File: src/rtl/keypad_scan_reader_pkg.sv
// Shared types and constants for the 4x4 keypad scanner.
package keypad_scan_reader_pkg;

  localparam int unsigned ROWS  = 4;
  localparam int unsigned COLS  = 4;
  localparam int unsigned KEY_W = 4;

  typedef enum logic [0:0] {
    IDLE = 1'b0,
    HELD = 1'b1
  } kp_state_e;

  typedef struct packed {
    logic             hit;
    logic [KEY_W-1:0] code;
  } frame_res_t;

endpackage

File: src/rtl/keypad_scan_reader_if.sv
// Keypad pins plus the key-event/digit bus toward the display block.
interface keypad_scan_reader_if;
  logic [3:0] col_in;
  logic [3:0] row_out;
  logic       digit_clr;
  logic [3:0] key_code;
  logic       key_valid;
  logic       key_held;
  logic [7:0] digits;

  modport slave (
    input  col_in, digit_clr,
    output row_out, key_code, key_valid, key_held, digits
  );

  modport master (
    output col_in, digit_clr,
    input  row_out, key_code, key_valid, key_held, digits
  );
endinterface

File: src/rtl/keypad_scan_reader_frame_capture.sv
// Row scanner: drives one row per clock, samples columns, priority-encodes a full frame.
module keypad_frame_capture
  import keypad_scan_reader_pkg::*;
(
  input  logic       clk_i,
  input  logic       rst_i,
  input  logic [3:0] col_i,
  output logic [3:0] row_o,
  output logic       frame_done_o,
  output frame_res_t frame_res_o
);

  logic [1:0] row_q, row_d;
  frame_res_t acc_q, acc_d;
  frame_res_t sample;
  frame_res_t base;

  assign row_o        = ~(4'b0001 << row_q);
  assign frame_done_o = (row_q == 2'd3);

  // Result is combinational on the row-3 edge so the debounce sees it on that same edge.
  always_comb begin
    sample = '0;
    for (int unsigned c = 0; c < COLS; c++) begin
      if (!sample.hit && !col_i[c]) begin
        sample.hit  = 1'b1;
        sample.code = {row_q, c[1:0]};
      end
    end
    base        = (row_q == 2'd0) ? frame_res_t'('0) : acc_q;
    acc_d       = base.hit ? base : sample;
    frame_res_o = acc_d;
    row_d       = row_q + 2'd1;
  end

  always_ff @(posedge clk_i or posedge rst_i) begin
    if (rst_i) begin
      row_q <= '0;
      acc_q <= '0;
    end else begin
      row_q <= row_d;
      acc_q <= acc_d;
    end
  end

endmodule

File: src/rtl/keypad_scan_reader.sv
// Keypad scan reader: debounces full-scan frames and emits hex key events into a two-digit register.
module keypad_scan_reader
  import keypad_scan_reader_pkg::*;
#(
  parameter int unsigned DEBOUNCE_FRAMES = 4
) (
  input  logic                 clk190hz,
  input  logic                 rst,
  keypad_scan_reader_if.slave  kp
);

  localparam logic [3:0] DB_CNT = 4'(DEBOUNCE_FRAMES);

  logic       frame_done;
  frame_res_t frame_res;

  kp_state_e  state_q, state_d;
  frame_res_t prev_q, prev_d;
  logic [3:0] cnt_q, cnt_d;
  logic [3:0] code_q, code_d;
  logic       valid_q, valid_d;
  logic       held_q, held_d;
  logic [7:0] digits_q, digits_d;
  logic       accept;

  keypad_frame_capture u_capture (
    .clk_i        (clk190hz),
    .rst_i        (rst),
    .col_i        (kp.col_in),
    .row_o        (kp.row_out),
    .frame_done_o (frame_done),
    .frame_res_o  (frame_res)
  );

  always_comb begin
    state_d  = state_q;
    prev_d   = prev_q;
    cnt_d    = cnt_q;
    code_d   = code_q;
    valid_d  = 1'b0;
    held_d   = held_q;
    digits_d = digits_q;
    accept   = 1'b0;

    if (frame_done) begin
      if (frame_res == prev_q) begin
        if (cnt_q < DB_CNT) cnt_d = cnt_q + 4'd1;
      end else begin
        cnt_d  = 4'd1;
        prev_d = frame_res;
      end

      // FSM looks at the post-update count so acceptance lands on the frame that reaches it.
      unique case (state_q)
        IDLE: if (cnt_d == DB_CNT && frame_res.hit) begin
          accept  = 1'b1;
          state_d = HELD;
          code_d  = frame_res.code;
          valid_d = 1'b1;
          held_d  = 1'b1;
        end
        HELD: if (cnt_d == DB_CNT && !frame_res.hit) begin
          state_d = IDLE;
          held_d  = 1'b0;
        end
        default: state_d = IDLE;
      endcase
    end

    if (accept)
      digits_d = kp.digit_clr ? {4'h0, frame_res.code} : {digits_q[3:0], frame_res.code};
    else if (kp.digit_clr)
      digits_d = '0;
  end

  always_ff @(posedge clk190hz or posedge rst) begin
    if (rst) begin
      state_q  <= IDLE;
      prev_q   <= '0;
      cnt_q    <= '0;
      code_q   <= '0;
      valid_q  <= 1'b0;
      held_q   <= 1'b0;
      digits_q <= '0;
    end else begin
      state_q  <= state_d;
      prev_q   <= prev_d;
      cnt_q    <= cnt_d;
      code_q   <= code_d;
      valid_q  <= valid_d;
      held_q   <= held_d;
      digits_q <= digits_d;
    end
  end

  assign kp.key_code  = code_q;
  assign kp.key_valid = valid_q;
  assign kp.key_held  = held_q;
  assign kp.digits    = digits_q;

endmodule

File: src/flat_wrapper.sv
// flat-port wrapper written by rule: the top's interface ports become plain ports
module keypad_scan_reader_flat import keypad_scan_reader_pkg::*;
#(
  parameter int unsigned DEBOUNCE_FRAMES = 4
)
  (clk190hz, rst, kp_col_in, kp_digit_clr, kp_row_out, kp_key_code, kp_key_valid, kp_key_held, kp_digits);
  keypad_scan_reader_if kp_i ();
  input  logic clk190hz;
  input  logic rst;
  input wire logic [$bits(kp_i.col_in)-1:0] kp_col_in;
  input wire logic [$bits(kp_i.digit_clr)-1:0] kp_digit_clr;
  output wire logic [$bits(kp_i.row_out)-1:0] kp_row_out;
  output wire logic [$bits(kp_i.key_code)-1:0] kp_key_code;
  output wire logic [$bits(kp_i.key_valid)-1:0] kp_key_valid;
  output wire logic [$bits(kp_i.key_held)-1:0] kp_key_held;
  output wire logic [$bits(kp_i.digits)-1:0] kp_digits;
  assign kp_i.col_in = kp_col_in;
  assign kp_i.digit_clr = kp_digit_clr;
  assign kp_row_out = kp_i.row_out;
  assign kp_key_code = kp_i.key_code;
  assign kp_key_valid = kp_i.key_valid;
  assign kp_key_held = kp_i.key_held;
  assign kp_digits = kp_i.digits;
  keypad_scan_reader #(.DEBOUNCE_FRAMES(DEBOUNCE_FRAMES)) u_core (.clk190hz(clk190hz), .rst(rst), .kp(kp_i));
endmodule
File: config.mk
export PLATFORM = sky130hd
export DESIGN_NAME = keypad_scan_reader_flat
export DESIGN_NICKNAME = d
export VERILOG_FILES = /design/src/rtl/keypad_scan_reader_pkg.sv /design/src/rtl/keypad_scan_reader_if.sv /design/src/rtl/keypad_scan_reader_frame_capture.sv /design/src/rtl/keypad_scan_reader.sv /design/src/flat_wrapper.sv
export SDC_FILE = /design/constraint.sdc
export NUM_CORES = 1
export LEC_CHECK = 0
export CAP_MARGIN = 20
export CORE_MARGIN = 5
export CORE_UTILIZATION = 45
export CTS_CLUSTER_DIAMETER = 100
export DETAILED_ROUTE_END_ITERATION = 16
export GPL_ROUTABILITY_DRIVEN = 0
export PLACE_DENSITY_LB_ADDON = 0.08
export SETUP_SLACK_MARGIN = 0.3
export SYNTH_ARGS = -nofsm -noshare
export SYNTH_HDL_FRONTEND = slang
export SYNTH_SLANG_ARGS = --single-unit
File: constraint.sdc
create_clock -name clk190hz -period 4.5 [get_ports clk190hz]
set_input_delay 0.9 -clock clk190hz [delete_from_list [all_inputs] [get_ports clk190hz]]
set_output_delay 0.9 -clock clk190hz [all_outputs]
set_load 0.02 [all_outputs]
Word level (Yosys, flattened, before mapping)
Cells that the tools add are included.
- output and inout port bits: 18
- ROM bits: 0
- bits in latches: 0
- logic and storage cells: 60
- bits in writable memories: 0
- input port bits: 7
- bits in registers: 31
- memories: 0
- divide/modulo/power cells: 0
- mux-type cells: 20
- $mul: 0
- shift-type cells: 1
- add/subtract/negate cells: 2
- bitwise gates (word level): 3
- equality and inequality tests: 5
- magnitude comparators: 1
- reductions and logical operators: 17
- operators with widths (operator ; number):
    two-way mux 5 bit ; 6
    two-way mux 8 bit ; 3
    two-way mux 4 bit ; 3
    logical NOT 1 bit ; 7
    two-way mux 1 bit ; 6
    AND reduction 3 bit ; 2
    equality test 5 bit ; 1
    logical AND 1 bit ; 5
    adder 4 x 1 -> 4 bit (second input constant) ; 1
    equality test 4 x 3 -> 1 bit (second input constant) ; 1
    less-than comparator 4 x 3 -> 1 bit (second input constant) ; 1
    inverter 4 bit ; 1
    one-hot mux 1 bit (2 select lines) ; 2
    left shift 1 x 2 -> 4 bit (first input constant) ; 1
    adder 2 x 1 -> 2 bit (second input constant) ; 1
    equality test 2 bit (second input constant) ; 1
    logical NOT 2 bit ; 1
    inequality test 2 x 1 -> 1 bit (second input constant) ; 1
    inequality test 2 bit (second input constant) ; 1
    inverter 1 bit ; 2
    AND reduction 2 bit ; 1
    nonzero test 2 bit ; 1

Longest topological paths before layout
- depth in word-level cells: 20
- gate-level depth with buffers: 9
- gate-level depth less buffers: 8

Cells and area by module
From an unflattened synthesis, not the netlist that was laid out.
- cell total of the unflattened synthesis: 129
- area, all modules: 1477.7 um^2
- modules (own cells, without submodules) (module ; area each (um^2) ; cells each ; times used ; sequential area each (um^2)):
    keypad_scan_reader ; 1131.1 ; 93 ; 1 ; 600.6
    keypad_frame_capture ; 346.6 ; 36 ; 1 ; 175.2

Worst setup path before layout
No wires, ideal clock.
- path kind: input port to flip-flop
- start point: input kp_col_in[3]
- end point: register u_core.digits_q[7], in the netlist u_core.kp.digits[7]
- slack: 1.953 ns
- data required time: 4.375 ns
- arrival: 2.422 ns
- library setup time: 0.125 ns
- path buffers: 0
- stages on the path: 6
- path through: nand2b_1 a211o_1 o211a_2 or3_4 nor3_4 mux2_4
- word-level cells in the longest chain between the ends: 13
- elaborated cells on any way between the ends: 14
- those cells by class: 2 x eq/ne; 8 x mux; 4 x reduce/logical
- RTL lines (what ; line ; RTL):
    from (decl) ; flat_wrapper.sv:10 ; input wire logic [$bits(kp_i.col_in)-1:0] kp_col_in;
    logical NOT 1 bit * ; keypad_scan_reader_frame_capture.sv:25 ; if (!sample.hit && !col_i[c]) begin
    logical AND 1 bit * ; keypad_scan_reader_frame_capture.sv:25 ;
    two-way mux 5 bit * ; keypad_scan_reader_frame_capture.sv:25 ;
    two-way mux 5 bit * ; keypad_scan_reader_frame_capture.sv:31 ; acc_d = base.hit ? base : sample;
    equality test 5 bit ; keypad_scan_reader.sv:46 ; if (frame_res == prev_q) begin
    two-way mux 4 bit ; keypad_scan_reader.sv:46 ;
    two-way mux 4 bit ; keypad_scan_reader.sv:45 ; if (frame_done) begin
    equality test 4 x 3 -> 1 bit ; keypad_scan_reader.sv:55 ; IDLE: if (cnt_d == DB_CNT && frame_res.hit) begin
    logical AND 1 bit * ; keypad_scan_reader.sv:55 ;
    two-way mux 1 bit * ; keypad_scan_reader.sv:55 ;
    two-way mux 1 bit * ; keypad_scan_reader.sv:54 ; unique case (state_q)
    two-way mux 1 bit * ; keypad_scan_reader.sv:45 ;
    named net u_core.accept ; keypad_scan_reader.sv:24 ; logic accept;
    two-way mux 8 bit / nonzero test 2 bit (equally long branches) ; - ;
    to (signal assigned) ; keypad_scan_reader.sv:92 ; digits_q <= digits_d;
    to (decl) ; keypad_scan_reader.sv:23 ; logic [7:0] digits_q, digits_d;
The timed path passes the listed nets; every way through them passes the cells marked *. The select of a mux whose other input is x is not followed.
A chain may end at the register's enable or synchronous reset.

Final worst setup path
- start point: register u_core.u_capture.row_q[0]
- end point: register u_core.digits_q[7], in the netlist u_core.kp.digits[7]
- word-level cells in the longest chain between the ends: 14
- elaborated cells on any way between the ends: 18
- those cells by class: 3 x eq/ne; 12 x mux; 3 x reduce/logical
- RTL lines (what ; line ; RTL):
    from (decl) ; keypad_scan_reader_frame_capture.sv:13 ; logic [1:0] row_q, row_d;
    from (signal assigned) ; keypad_scan_reader_frame_capture.sv:41 ; row_q <= row_d;
    two-way mux 5 bit (4 in series) ; keypad_scan_reader_frame_capture.sv:25 ;
    two-way mux 5 bit ; keypad_scan_reader_frame_capture.sv:31 ;
    equality test 5 bit ; keypad_scan_reader.sv:46 ;
    two-way mux 4 bit ; keypad_scan_reader.sv:46 ;
    two-way mux 4 bit ; keypad_scan_reader.sv:45 ;
    equality test 4 x 3 -> 1 bit ; keypad_scan_reader.sv:55 ;
    logical AND 1 bit ; keypad_scan_reader.sv:55 ;
    two-way mux 1 bit ; keypad_scan_reader.sv:55 ;
    two-way mux 1 bit ; keypad_scan_reader.sv:54 ;
    two-way mux 1 bit * ; keypad_scan_reader.sv:45 ;
    named net u_core.accept ; keypad_scan_reader.sv:24 ;
    two-way mux 8 bit / nonzero test 2 bit (equally long branches) ; - ;
Marks and branches as above.

==> results by group <==
Status
  • Status: finished, final reports clean

Synth
  • Avg Cell Area, Syn: 11.5 sq um
  • Most frequent cell after synthesis: dfrtp_1
  • Ys async rst share: 100%
  • Synth top cells by count: dfrtp_1 (31), inv_1 (15), nand2b_1 (9)
  • #FFs+latches synth: 31
  • Share of the synthesized area in the top cell type: 48.4%
  • Synth warn: 0
  • Syn nets: 152
  • EDFF count, synth: 0
  • Top cell type by total area after synthesis: dfrtp_1
  • Most used DFF post-synth: dfrtp_1
  • Top cells by area, synth: dfrtp_1 (48%), mux2i_1 (4.4%), ha_1 (3.9%)
  • Synth Cell Area: 1600 sq um
  • Register area share after synthesis: 48.4%
  • Unique cell type count in the Yosys netlist: 46
  • Syn Inst Count: 140

Layout
  • Layout cells sized above 1: 15.9%
  • Register area: 776 sq um
  • Util after Layout: 57.7%
  • Antenna cells: 0
  • P&R area growth vs syn: 21.8%
  • Fillers: 293
  • # nets final: 182
  • Area of the multi-input gates: 761 sq um
  • Finished Cell Area: 1950 sq um

Power
  • Clk pwr share: 29.6%
  • Reg power frac: 56.0%
  • Sw power: 0.145 mW
  • Cell internal pwr: 0.403 mW
  • Pwr dens: 281 nW/um^2
  • Switch share: 26.5%
  • Pleak: 0.891 nW
  • Peak supply drop: 221 uV
  • Power Total: 0.548 mW
  • Gate power share: 14.4%

Global route
  • Number of global-route vias before repair: 1,148
  • Initial antenna violation count: 0
  • Pin count of the biggest net entering global routing: 32
  • Global route overflow: 0
  • GRT Resource Usage Total: 14.0%
  • First-pass GRT wire length: 5400 um

Clock network
  • Gates resized, CTS repair: 0
  • CTS sink cnt: 31
  • CTS Hold Buffers Added: 0
  • Root buffer cell: clkbuf_4
  • Clock transition at path regs: 90 ps
  • Post-CTS Setup Bufs: 0
  • H-tree lvl count: 2
  • Worst skew pair latency: 330 ps
  • Longest Clk Path Bufs: 2
  • CTS tree: done
  • Inserted Clock Buffers: 5

Timing
  • Slew HR: 52.0%
  • Hold Vio Cnt, Final: 0
  • Fmax: 317 MHz
  • Max Clock Skew: 8.04 ps
  • Max-slew violations: 0
  • Final Cycle Share: 70.0%
  • Tmin final: 3150 ps
  • Setup violators final: 0
  • Setup_tns: 0 ps
  • RSZ-0062 raised after global routing: false
  • Worst-Margin Slew: 719 ps
  • Setup WS post-layout: 1350 ps

Placed design
  • Port bufs: 24
  • HPWL Detailed: 2360 um
  • Placed Area: 1900 sq um
  • Post-Place Setup Slack: 1110 ps

Detailed routing
  • Met2 WL: 1520 um
  • DRC Markers: 0
  • Highest Signal Layer: met4
  • Total Wirelength: 3080 um
  • Via count: 1,136
  • Routed len/inst: 14.3 um
  • Pre-antenna DRT Iters: 4
  • Iter 0 DRT Violations: 42
  • Met3 wire length: 140 um
  • Post-detailed-route count of antenna-violating nets: 0
  • Vias per cell: 5.26
  • WL met1: 1380 um

Flow run
  • Max-Cap Viols: 0

Worst setup path
  • Critical path arrival: 3370 ps
  • Slowest cell on the critical path: nor2b_1
  • Req. time, crit path: 4720 ps
  • Crit path kind: reg -> reg
  • Crit-path max FO: 8
  • Crit path max-delay family: simple AND/OR/NAND/NOR gates
  • Buffer and inverter count on the worst path: 1
  • Startpoint class of the critical path: register
  • CP Capture Type: register
  • CP max stage delay: 590 ps
  • CP cell instances: inv_1 > ha_1 > nor2b_1 > a211oi_1 > o211a_2 > or3_4 > nor3_4 > mux2_4

Die
  • Die Span Y: 69.7 um
  • Site row count: 21
  • Core area: 3390 sq um
  • Initial Util: 47.3%
  • Ports: 25
  • Full die area: 4860 sq um
  • Chip width: 69.7 um

Hold path
  • Hold Path Class: reg -> reg
-- per-stage QoR --
stage / std cells / hold slack (ps)
2_1_floorplan: 140 / 485
3_3_place_gp: 209 / 478
3_5_place_dp: 209 / 490
4_1_cts: 216 / 512
5_1_grt: 216 / 539
6_report: 216 / 510
-- layout make-up --
type	count	area share, %
clock buffer	6	2.62
sequential	31	39.7
inverter	15	2.88
timing repair buffer	25	12.7
clock inverter	1	0.256
tap	46	2.94
multi-input combinational	92	38.9
-- cell families (layout without fill, tap and decap cells) --
family,count (synthesis),after routing,share of synthesized area [%]
simple gates,45,45,20.2
flops,31,31,48.4
compound gates,26,26,12.7
buf+inv,17,47,4.21
mux,14,14,9.52
fa+ha+maj,5,5,3.90
xor+xnor,2,2,1.09
-- worst reg2reg max path, stage by stage (launching register included) --
cell      delay [ps]
dfrtp_1          490
inv_1            120
ha_1             280
nor2b_1          590
a211oi_1         170
o211a_2          330
or3_4            360
nor3_4           360
mux2_4           330
-- per-layer routing --
metal | up-vias | GRT usage (%)
met5 | - | 0
met4 | 0 | 4.47
met3 | 6 | 5.07
met2 | 27 | 22.5
met1 | 549 | 17.5
li1 | 554 | -
-- placed cells by master, fill, tap and decap left out, types with 2 or more instances in the layout --
master           instances
mux2_2                   2
mux2i_1                  7
nand3_1                  3
mux2_1                   4
a21oi_1                  7
a31o_2                   2
inv_1                   15
nor2b_1                  3
nand2b_1                 9
nor2_1                   7
dfrtp_1                 31
clkbuf_4                 5
and3_1                   2
clkdlybuf4s50_1         24
nand2_1                  5
and3b_2                  2
and2_1                   2
xnor2_1                  2
a311oi_1                 2
o21ai_0                  2
o21a_1                   2
ha_1                     5
-- state kept, by name, summed over array words and instances (netlist names), named ones only --
name                    flops
u_core.kp.key_held          1
u_core.kp.key_valid         1
u_core.u_capture.row_q      2
u_core.cnt_q                4
u_core.u_capture.acc_q      5
u_core.kp.digits            8
u_core.prev_q               5
u_core.kp.key_code          4
-- final timing paths --
| kind | start | endpoint | slack (ps) | cells past startpoint |
|---|---|---|---|---|
| max | u_core.u_capture.row_q[0] | u_core.kp.digits[7] | 1350 | 8 |
| min | u_core.kp.key_code[0] | u_core.kp.key_code[0] | 510 | 1 |
| max reg2reg | u_core.u_capture.row_q[0] | u_core.kp.digits[7] | 1350 | 8 |
| min reg2reg | u_core.kp.key_code[0] | u_core.kp.key_code[0] | 510 | 1 |
| max in group asynchronous | rst | u_core.u_capture.acc_q[4] | 3260 | 3 |
| min in group asynchronous | rst | u_core.kp.digits[0] | 940 | 3 |
-- power groups by stage --
stage / Sequential (mW) / Clock (mW) / Combinational (mW)
2_1_floorplan: 0.310 / 0 / 0.0569
3_3_place_gp: 0.311 / 0 / 0.0756
3_5_place_dp: 0.313 / 0 / 0.0798
4_1_cts: 0.307 / 0.168 / 0.0801
5_1_grt: 0.310 / 0.179 / 0.0885
6_report: 0.307 / 0.162 / 0.0791
No activity file was read; power rests on OpenSTA's default activity.
